$ cat src/rtl/traffic_timing_ctrl_if.sv
`default_nettype none
// +----------------------------------------------------------------------------+
// | traffic_timing_ctrl_if : detector/light inputs and phase-time outputs      |
// | Rev 1.0                                                                    |
// +----------------------------------------------------------------------------+
interface traffic_timing_ctrl_if;
   logic       veh_sense;
   logic       ped_req;
   logic       light_green;
   logic [5:0] red_time;
   logic [5:0] green_time;
   logic [7:0] veh_count;
   logic       ped_pending;
   logic       upd_pulse;
   logic       sec_tick;

   modport master (
      output veh_sense, ped_req, light_green,
      input  red_time, green_time, veh_count, ped_pending, upd_pulse, sec_tick
   );

   modport slave (
      input  veh_sense, ped_req, light_green,
      output red_time, green_time, veh_count, ped_pending, upd_pulse, sec_tick
   );
endinterface
`default_nettype wire

$ cat src/rtl/traffic_timing_ctrl.sv
`default_nettype none
// +----------------------------------------------------------------------------+
// | traffic_timing_ctrl : adaptive red/green phase times, vehicle counting,    |
// | pedestrian latch (TTC_PED_EN) and 1-second tick.        Rev 1.0            |
// +----------------------------------------------------------------------------+
module traffic_timing_ctrl #(
   parameter int CLK_PER_SEC = 100,
   parameter int DEBOUNCE    = 3,
   parameter int MIN_GREEN   = 10,
   parameter int MAX_GREEN   = 40,
   parameter int BASE_RED    = 20,
   parameter int PED_EXTRA   = 10
) (
   input  logic                 clk,
   input  logic                 rst_n,
   traffic_timing_ctrl_if.slave bus
);

   localparam int PS_W = $clog2(CLK_PER_SEC);
   localparam int DB_W = (DEBOUNCE > 1) ? $clog2(DEBOUNCE) : 1;
   localparam logic [PS_W-1:0] PS_LAST = PS_W'(CLK_PER_SEC - 1);
   localparam logic [DB_W-1:0] DB_LAST = DB_W'(DEBOUNCE - 1);
   localparam int PED_RED_I = (BASE_RED + PED_EXTRA > 63) ? 63 : (BASE_RED + PED_EXTRA);
   localparam logic [5:0] PED_RED = 6'(PED_RED_I);

   typedef enum logic [1:0] {
      WAIT_RED = 2'd0,
      MEASURE  = 2'd1,
      COMPUTE  = 2'd2
   } state_t;

   state_t          state_q, state_d;
   logic [PS_W-1:0] ps_cnt_q, ps_cnt_d;
   logic            sec_tick_q, sec_tick_d;
   logic [1:0]      veh_sync_q, veh_sync_d;
   logic            veh_deb_q, veh_deb_d;
   logic [DB_W-1:0] veh_dbc_q, veh_dbc_d;
   logic            veh_evt;
   logic            prev_green_q, prev_green_d;
   logic            grn_rise;
   logic [7:0]      veh_count_q, veh_count_d;
   logic [5:0]      red_time_q, red_time_d;
   logic [5:0]      green_time_q, green_time_d;
   logic            upd_pulse_q, upd_pulse_d;
   logic [9:0]      green_sum;
   logic            ped_active;

   always_comb begin
      ps_cnt_d   = (ps_cnt_q == PS_LAST) ? '0 : ps_cnt_q + 1'b1;
      sec_tick_d = (ps_cnt_q == PS_LAST);
   end

   // veh_evt fires in the cycle whose edge flips the debounced level 0->1
   always_comb begin
      veh_sync_d = {veh_sync_q[0], bus.veh_sense};
      veh_deb_d  = veh_deb_q;
      veh_dbc_d  = '0;
      veh_evt    = 1'b0;
      if (veh_sync_q[1] != veh_deb_q) begin
         if (veh_dbc_q == DB_LAST) begin
            veh_deb_d = ~veh_deb_q;
            veh_evt   = ~veh_deb_q;
         end else begin
            veh_dbc_d = veh_dbc_q + 1'b1;
         end
      end
   end

   assign prev_green_d = bus.light_green;
   assign grn_rise     = bus.light_green & ~prev_green_q;

   always_comb begin
      state_d      = state_q;
      veh_count_d  = veh_count_q;
      red_time_d   = red_time_q;
      green_time_d = green_time_q;
      upd_pulse_d  = 1'b0;
      green_sum    = 10'(MIN_GREEN) + {1'b0, veh_count_q, 1'b0};
      case (state_q)
         WAIT_RED: begin
            if (!bus.light_green) begin
               state_d     = MEASURE;
               veh_count_d = '0;
            end
         end
         MEASURE: begin
            if (veh_evt && (veh_count_q != 8'hFF)) begin
               veh_count_d = veh_count_q + 1'b1;
            end
            if (grn_rise) begin
               state_d = COMPUTE;
            end
         end
         COMPUTE: begin
            if (ped_active) begin
               green_time_d = 6'(MIN_GREEN);
               red_time_d   = PED_RED;
            end else begin
               green_time_d = (green_sum > 10'(MAX_GREEN)) ? 6'(MAX_GREEN) : green_sum[5:0];
               red_time_d   = 6'(BASE_RED);
            end
            upd_pulse_d = 1'b1;
            state_d     = WAIT_RED;
         end
         default: state_d = WAIT_RED;
      endcase
   end

   always_ff @(posedge clk) begin
      if (!rst_n) begin
         state_q      <= WAIT_RED;
         ps_cnt_q     <= '0;
         sec_tick_q   <= 1'b0;
         veh_sync_q   <= '0;
         veh_deb_q    <= 1'b0;
         veh_dbc_q    <= '0;
         prev_green_q <= 1'b0;
         veh_count_q  <= '0;
         red_time_q   <= 6'(BASE_RED);
         green_time_q <= 6'(MIN_GREEN);
         upd_pulse_q  <= 1'b0;
      end else begin
         state_q      <= state_d;
         ps_cnt_q     <= ps_cnt_d;
         sec_tick_q   <= sec_tick_d;
         veh_sync_q   <= veh_sync_d;
         veh_deb_q    <= veh_deb_d;
         veh_dbc_q    <= veh_dbc_d;
         prev_green_q <= prev_green_d;
         veh_count_q  <= veh_count_d;
         red_time_q   <= red_time_d;
         green_time_q <= green_time_d;
         upd_pulse_q  <= upd_pulse_d;
      end
   end

`ifdef TTC_PED_EN
   logic [1:0]      ped_sync_q, ped_sync_d;
   logic            ped_deb_q, ped_deb_d;
   logic [DB_W-1:0] ped_dbc_q, ped_dbc_d;
   logic            ped_evt;
   logic            ped_pending_q, ped_pending_d;

   // A new request in the COMPUTE cycle outlives the clear and is serviced next update
   always_comb begin
      ped_sync_d = {ped_sync_q[0], bus.ped_req};
      ped_deb_d  = ped_deb_q;
      ped_dbc_d  = '0;
      ped_evt    = 1'b0;
      if (ped_sync_q[1] != ped_deb_q) begin
         if (ped_dbc_q == DB_LAST) begin
            ped_deb_d = ~ped_deb_q;
            ped_evt   = ~ped_deb_q;
         end else begin
            ped_dbc_d = ped_dbc_q + 1'b1;
         end
      end
      ped_pending_d = ped_pending_q;
      if (state_q == COMPUTE) begin
         ped_pending_d = 1'b0;
      end
      if (ped_evt) begin
         ped_pending_d = 1'b1;
      end
   end

   always_ff @(posedge clk) begin
      if (!rst_n) begin
         ped_sync_q    <= '0;
         ped_deb_q     <= 1'b0;
         ped_dbc_q     <= '0;
         ped_pending_q <= 1'b0;
      end else begin
         ped_sync_q    <= ped_sync_d;
         ped_deb_q     <= ped_deb_d;
         ped_dbc_q     <= ped_dbc_d;
         ped_pending_q <= ped_pending_d;
      end
   end

   assign ped_active = ped_pending_q;
`else
   logic unused_ped_req;
   assign unused_ped_req = bus.ped_req;
   assign ped_active     = 1'b0;
`endif

   assign bus.red_time    = red_time_q;
   assign bus.green_time  = green_time_q;
   assign bus.veh_count   = veh_count_q;
   assign bus.ped_pending = ped_active;
   assign bus.upd_pulse   = upd_pulse_q;
   assign bus.sec_tick    = sec_tick_q;

endmodule
`default_nettype wire
$ cat src/flat_wrapper.sv
// flat-port wrapper written by rule: the top's interface ports become plain ports
module traffic_timing_ctrl_flat 
#(
   parameter int CLK_PER_SEC = 100,
   parameter int DEBOUNCE    = 3,
   parameter int MIN_GREEN   = 10,
   parameter int MAX_GREEN   = 40,
   parameter int BASE_RED    = 20,
   parameter int PED_EXTRA   = 10
)
  (clk, rst_n, bus_veh_sense, bus_ped_req, bus_light_green, bus_red_time, bus_green_time, bus_veh_count, bus_ped_pending, bus_upd_pulse, bus_sec_tick);
  traffic_timing_ctrl_if bus_i ();
  input  logic clk;
  input  logic rst_n;
  input wire logic [$bits(bus_i.veh_sense)-1:0] bus_veh_sense;
  input wire logic [$bits(bus_i.ped_req)-1:0] bus_ped_req;
  input wire logic [$bits(bus_i.light_green)-1:0] bus_light_green;
  output wire logic [$bits(bus_i.red_time)-1:0] bus_red_time;
  output wire logic [$bits(bus_i.green_time)-1:0] bus_green_time;
  output wire logic [$bits(bus_i.veh_count)-1:0] bus_veh_count;
  output wire logic [$bits(bus_i.ped_pending)-1:0] bus_ped_pending;
  output wire logic [$bits(bus_i.upd_pulse)-1:0] bus_upd_pulse;
  output wire logic [$bits(bus_i.sec_tick)-1:0] bus_sec_tick;
  assign bus_i.veh_sense = bus_veh_sense;
  assign bus_i.ped_req = bus_ped_req;
  assign bus_i.light_green = bus_light_green;
  assign bus_red_time = bus_i.red_time;
  assign bus_green_time = bus_i.green_time;
  assign bus_veh_count = bus_i.veh_count;
  assign bus_ped_pending = bus_i.ped_pending;
  assign bus_upd_pulse = bus_i.upd_pulse;
  assign bus_sec_tick = bus_i.sec_tick;
  traffic_timing_ctrl #(.CLK_PER_SEC(CLK_PER_SEC), .DEBOUNCE(DEBOUNCE), .MIN_GREEN(MIN_GREEN), .MAX_GREEN(MAX_GREEN), .BASE_RED(BASE_RED), .PED_EXTRA(PED_EXTRA)) u_core (.clk(clk), .rst_n(rst_n), .bus(bus_i));
endmodule
$ cat config.mk
export PLATFORM = sky130hd
export DESIGN_NAME = traffic_timing_ctrl_flat
export DESIGN_NICKNAME = d
export VERILOG_FILES = /design/src/rtl/traffic_timing_ctrl_if.sv /design/src/rtl/traffic_timing_ctrl.sv /design/src/flat_wrapper.sv
export SDC_FILE = /design/constraint.sdc
export NUM_CORES = 1
export LEC_CHECK = 0
export CAP_MARGIN = 15
export CORE_MARGIN = 10
export CORE_UTILIZATION = 30
export DETAILED_ROUTE_END_ITERATION = 16
export PLACE_DENSITY = 0.62
export SYNTH_ARGS = -nofsm -noshare
export SYNTH_HDL_FRONTEND = slang
export SYNTH_SLANG_ARGS = --single-unit
export TNS_END_PERCENT = 20
$ cat constraint.sdc
create_clock -name clk -period 2 [get_ports clk]
set_input_delay 0.4 -clock clk [delete_from_list [all_inputs] [get_ports clk]]
set_output_delay 0.4 -clock clk [all_outputs]
set_load 0.02 [all_outputs]
# [Word-level counts from Yosys, hierarchy flattened]
# Cells that the tools add are included.
[op_classes] add_sub_neg=4 magnitude_cmp=1 n_eq_ne=9 n_mux=10 n_bitwise=5 n_reduce_logical=8
[op_table] cell="two-way mux 8 bit" count=2
[op_table] cell="one-hot mux 8 bit (2 select lines)" count=1
[op_table] cell="adder 4 x 9 -> 10 bit (first input constant)" count=1
[op_table] cell="> comparator 10 x 6 -> 1 bit (second input constant)" count=1
[op_table] cell="adder 8 x 1 -> 8 bit (second input constant)" count=1
[op_table] cell="!= test 8 bit (second input constant)" count=1
[op_table] cell="adder 7 x 1 -> 7 bit (second input constant)" count=1
[op_table] cell="== test 7 bit (second input constant)" count=1
[op_table] cell="two-way mux 6 bit" count=1
[op_table] cell="== test 2 bit (second input constant)" count=2
[op_table] cell="two-way mux 2 bit" count=2
[op_table] cell="!= test 2 x 1 -> 1 bit (second input constant)" count=2
[op_table] cell="inverter 1 bit" count=4
[op_table] cell="one-hot mux 2 bit (2 select lines)" count=1
[op_table] cell="AND reduction 2 bit" count=2
[op_table] cell="two-way mux 1 bit" count=3
[op_table] cell="AND reduction 3 bit" count=1
[op_table] cell="OR reduction 3 bit" count=1
[op_table] cell="adder 2 x 1 -> 2 bit (second input constant)" count=1
[op_table] cell="== test 2 x 1 -> 1 bit (second input constant)" count=1
[op_table] cell="logical NOT 2 bit" count=1
[op_table] cell="!= test 2 bit (second input constant)" count=1
[op_table] cell="nonzero test 2 bit" count=1
[op_table] cell="OR reduction 2 bit" count=1
[op_table] cell="3 further kinds" count=3
[word_totals] reg_bits=31 out_inout_bits=23

# [Logic depth before layout (Yosys ltp)]
[depth] word_depth=6 mapped_depth=6 ltp_nobuf=6

# [Worst setup path after synthesis]
# No wires, ideal clock.
[synth_timing] path_type="reg2reg" from="register u_core.veh_count_q[0], in the netlist u_core.bus.veh_count[0]" to="register u_core.green_time_q[3], in the netlist u_core.bus.green_time[3]" setup_ps=125 arrival_time_ps=1609 t_required_ps=1875 setup_slack_ps=265 path_stages_with_launch=7 path_buffers=1 cell_sequence="dfxtp_1 ha_1 buf_6 xor2_1 a31oi_2 nand3_2 o41a_1"
[synth_via] elab_chain_cells=3
[synth_rtl] element="start: declaration" line_no="traffic_timing_ctrl.sv:41" rtl="logic [7:0] veh_count_q, veh_count_d;"
[synth_rtl] element="start signal: assignment" line_no="traffic_timing_ctrl.sv:130" rtl="veh_count_q <= veh_count_d;"
[synth_rtl] element="adder 4 x 9 -> 10 bit *" line_no="traffic_timing_ctrl.sv:78" rtl="green_sum = 10'(MIN_GREEN) + {1'b0, veh_count_q, 1'b0};"
[synth_rtl] element="> comparator 10 x 6 -> 1 bit" line_no="traffic_timing_ctrl.sv:99" rtl="green_time_d = (green_sum > 10'(MAX_GREEN)) ? 6'(MAX_GREEN) : green_sum[5:0];"
[synth_rtl] element="two-way mux 6 bit *" line_no="traffic_timing_ctrl.sv:99"
[synth_rtl] element="end signal: assignment" line_no="traffic_timing_ctrl.sv:120" rtl="green_time_q <= 6'(MIN_GREEN);"
[synth_rtl] element="end signal: assignment" line_no="traffic_timing_ctrl.sv:132" rtl="green_time_q <= green_time_d;"
[synth_rtl] element="end: declaration" line_no="traffic_timing_ctrl.sv:43" rtl="logic [5:0] green_time_q, green_time_d;"
# Mark *: on every way between the ends. The rest lies on a longest branch, timed or not.
# A chain may end at the register's enable or synchronous reset.

# [Final worst setup path]
[layout_timing] from="register u_core.veh_count_q[5], in the netlist u_core.bus.veh_count[5]" to="output port bus_veh_count[5]"
[layout_lines] element="end: declaration" line_no="flat_wrapper.sv:20" rtl="output wire logic [$bits(bus_i.veh_count)-1:0] bus_veh_count;"
# No word-level cell between the ends.

==> results.json <==
{
  "syn_avg_cell_area_um2": 8.97,
  "path_max_fanout": 9,
  "fill_cells": 552,
  "clk_pin_slew_worst_paths_ns": 0.06,
  "core_um2": 5070,
  "cp.required_ns": 1.60,
  "status": "finished clean",
  "grt_pass1_vias": 1146,
  "cts_root_buf": "clkbuf_8",
  "drt_iter0_markers": 50,
  "wl_per_cell_um": 11.7,
  "post_cts_buffers": 0,
  "slew_viol_final": 0,
  "dr.pass1.iters": 4,
  "final_hold_viol_count": 0,
  "worstSkewPairLatency_ns": 0.28,
  "timing.rr.start": "u_core.bus.veh_count[0]",
  "cp-end-kind": "output pin",
  "hold_buffers": 0,
  "fin_crit_sh_pct": 91.6,
  "max-cap-violations": 0,
  "cts_buffers": 5,
  "crit_start": "u_core.bus.veh_count[5]",
  "cts_sinks": 30,
  "setup_viol": 0,
  "r2r_cells": 5,
  "hold_path_class": "register to register",
  "path_class": "register to output pin",
  "async_flop_share_pct": 0,
  "numPortBuffers": 18,
  "std_cell_rows": 26,
  "crit_end": "bus_veh_count[5]",
  "layout_min_cycle_time_ns": 1.83,
  "rsz0062_at_grt": "no",
  "dieWidth_um": 92.1,
  "synth_edf_count": 0,
  "slowest_stage": "clkdlybuf4s50_1",
  "holdWs_ns": 0.411,
  "initial_core_util_pct": 30.8,
  "drt_wl_total_um": 3080,
  "gp_congestion": 0.759,
  "cts_resized": 0,
  "grt_start_max_net_pins": 17,
  "synthCells": 174,
  "synth-main-ff-cell": "dfxtp_1",
  "via_per_inst": 4.67,
  "cp_num_buf_inv": 1,
  "fin_setup_tns_ns": 0,
  "drc": 0,
  "path_depth": 1,
  "vias": 1232,
  "power_density_nw_per_um2": 637,
  "synth.yosys.warnings": 0,
  "diodes": 0,
  "antenna_found_initial": 0,
  "crit_arrival_ns": 1.43,
  "grt_overflow": 0,
  "die_area_um2": 8490,
  "dp_hpwl_um": 2290,
  "track_usage_pct": 7.58,
  "critPathLaunchType": "register",
  "max-vdd-ir-drop_v": 0.000276,
  "cpLargestDelayFamily": "buffers and inverters",
  "leakage_uw": 0.000679,
  "synth_seq_cells": 30,
  "netlist_area_um2": 1560,
  "clk_path_buf_depth": 2,
  "die_y_um": 92.1,
  "crit_path_cell_trace": "clkdlybuf4s50_1",
  "clock_skew_ns": 0.00291,
  "timing.rr.end": "u_core.bus.green_time[3]",
  "cts_tree": "built",
  "cts_htree_levels": 2,
  "drtAntennaViolNets": 0,
  "slowest_delay_ns": 0.67,
  "fin_nets": 202,
  "max_freq_ghz": 0.546,
  "grt_pass1_wl_um": 5340,
  "synth_cell_types": 49,
  "area_growth_pct": 19.8,
  "drive_above_1_share_pct": 13.9,
  "io_pins": 28,
  "ys_seq_area_share_pct": 38.5,
  "regToRegSetupSlack_ns": 0.33
}
[worst min path at each step]
stage / cells past startpoint / slack, ns / endpoint / startpoint
3_3_place_gp: 1 / 0.40 / u_core.veh_dbc_q[0] / u_core.veh_dbc_q[0]
5_1_grt: 1 / 0.43 / u_core.veh_dbc_q[0] / u_core.veh_dbc_q[0]
2_1_floorplan: 1 / 0.39 / u_core.veh_dbc_q[0] / u_core.veh_dbc_q[0]
3_5_place_dp: 1 / 0.40 / u_core.veh_dbc_q[0] / u_core.veh_dbc_q[0]
4_1_cts: 1 / 0.41 / u_core.veh_dbc_q[0] / u_core.veh_dbc_q[0]
6_report: 1 / 0.41 / u_core.veh_dbc_q[0] / u_core.veh_dbc_q[0]
[per-stage QoR]
step	total power (µW)	std cells	util (%)	worst slack, ns	instance area, µm²
floorplan	694	180	-	0.265	1580
global placement	702	256	34.9	0.194	1770
detailed placement	703	256	34.9	0.164	1770
CTS	1210	264	36.8	0.00861	1870
global route	1260	264	36.9	0.0880	1870
finish	1190	264	36.9	0.167	1870
[area by class of cell]
cell class                 count  area [µm²]  share of cell area (%)
tap                           70        87.6                    4.68
sequential                    30         603                    32.2
clock buffer                   6        82.6                    4.41
multi-input combinational    130         843                    45.1
clock inverter                 2        12.5                   0.669
inverter                       3        11.3                   0.602
timing repair buffer          23         230                    12.3
[sequential cells by signal (all words and copies together) (netlist names)]
signal                 cells
u_core.bus.upd_pulse       1
u_core.ps_cnt_q            7
u_core.veh_dbc_q           2
u_core.bus.sec_tick        1
u_core.veh_deb_q           1
u_core.prev_green_q        1
u_core.bus.veh_count       8
u_core.bus.green_time      5
u_core.state_q             2
u_core.veh_sync_q          2
[metal layers]
layer	global-route usage (%)	wire length, µm	part of all wire, %
met4	4.63	93	3.0
met5	0	0	0
met2	11.4	1350	44
met1	8.87	1450	47
met3	3.02	189	6.1
[cells in the final DEF (no fill, tap or decap), types with 2 or more instances in the layout]
cell              n
clkdlybuf4s50_1  18
mux2i_1           4
conb_1            8
and2_1            4
xnor2_1           4
o21ai_0           6
inv_1             3
nand2_1          14
clkbuf_8          6
nand3_1          11
dfxtp_2           2
o31ai_1           4
buf_4             4
a21oi_1           9
nand3b_1          2
or3_1             4
nor2_1           14
o21ai_2           2
nand2b_1          4
xor2_1            5
ha_1              4
or2b_1            2
nor2b_1           2
nand4_1           2
and3_1            2
dfxtp_1          28
[kinds of logic (layout without fill, tap and decap cells)]
kind of cell / Yosys count / in the layout / synth area share (%)
xor gates and xnor gates: 9 / 9 / 5.05
adders and majority gates: 4 / 4 / 3.21
muxes: 4 / 4 / 2.56
AOI/OAI and AO/OA: 33 / 33 / 15.1
and+or+nand+nor: 72 / 72 / 26.1
other: 2 / 8 / 0.481
DFF: 30 / 30 / 38.5
buffers and inverters: 20 / 34 / 8.97
[report_power, final]
| group | switching (µW) | total [µW] | leakage [µW] | internal [µW] |
|---|---|---|---|---|
| Sequential | 9.92 | 619 | 0.000245 | 609 |
| Clock | 226 | 502 | 0.0000472 | 276 |
| Combinational | 42.8 | 70.6 | 0.000388 | 27.7 |
[cell usage after synthesis, drive strengths merged, types with 2 or more instances]
cell / count / area share, %
nor2b: 2 / 0.80
o21ai: 8 / 3.0
nand2b: 4 / 1.6
xor2: 5 / 2.8
and2: 5 / 2.2
nand2: 14 / 3.4
or3: 4 / 1.6
nand3b: 2 / 0.96
inv: 3 / 0.72
a21o: 2 / 1.0
ha: 4 / 3.2
nor2: 14 / 3.4
dfxtp: 30 / 38
a21oi: 10 / 3.4
nor4b: 2 / 1.5
conb: 2 / 0.48
buf: 16 / 8.0
nand3: 12 / 4.2
nand4: 2 / 0.80
mux2i: 4 / 2.6
and3: 2 / 0.80
xnor2: 4 / 2.2
or2b: 2 / 0.96
o31ai: 4 / 1.9
Power figures use the tool's default switching activity.
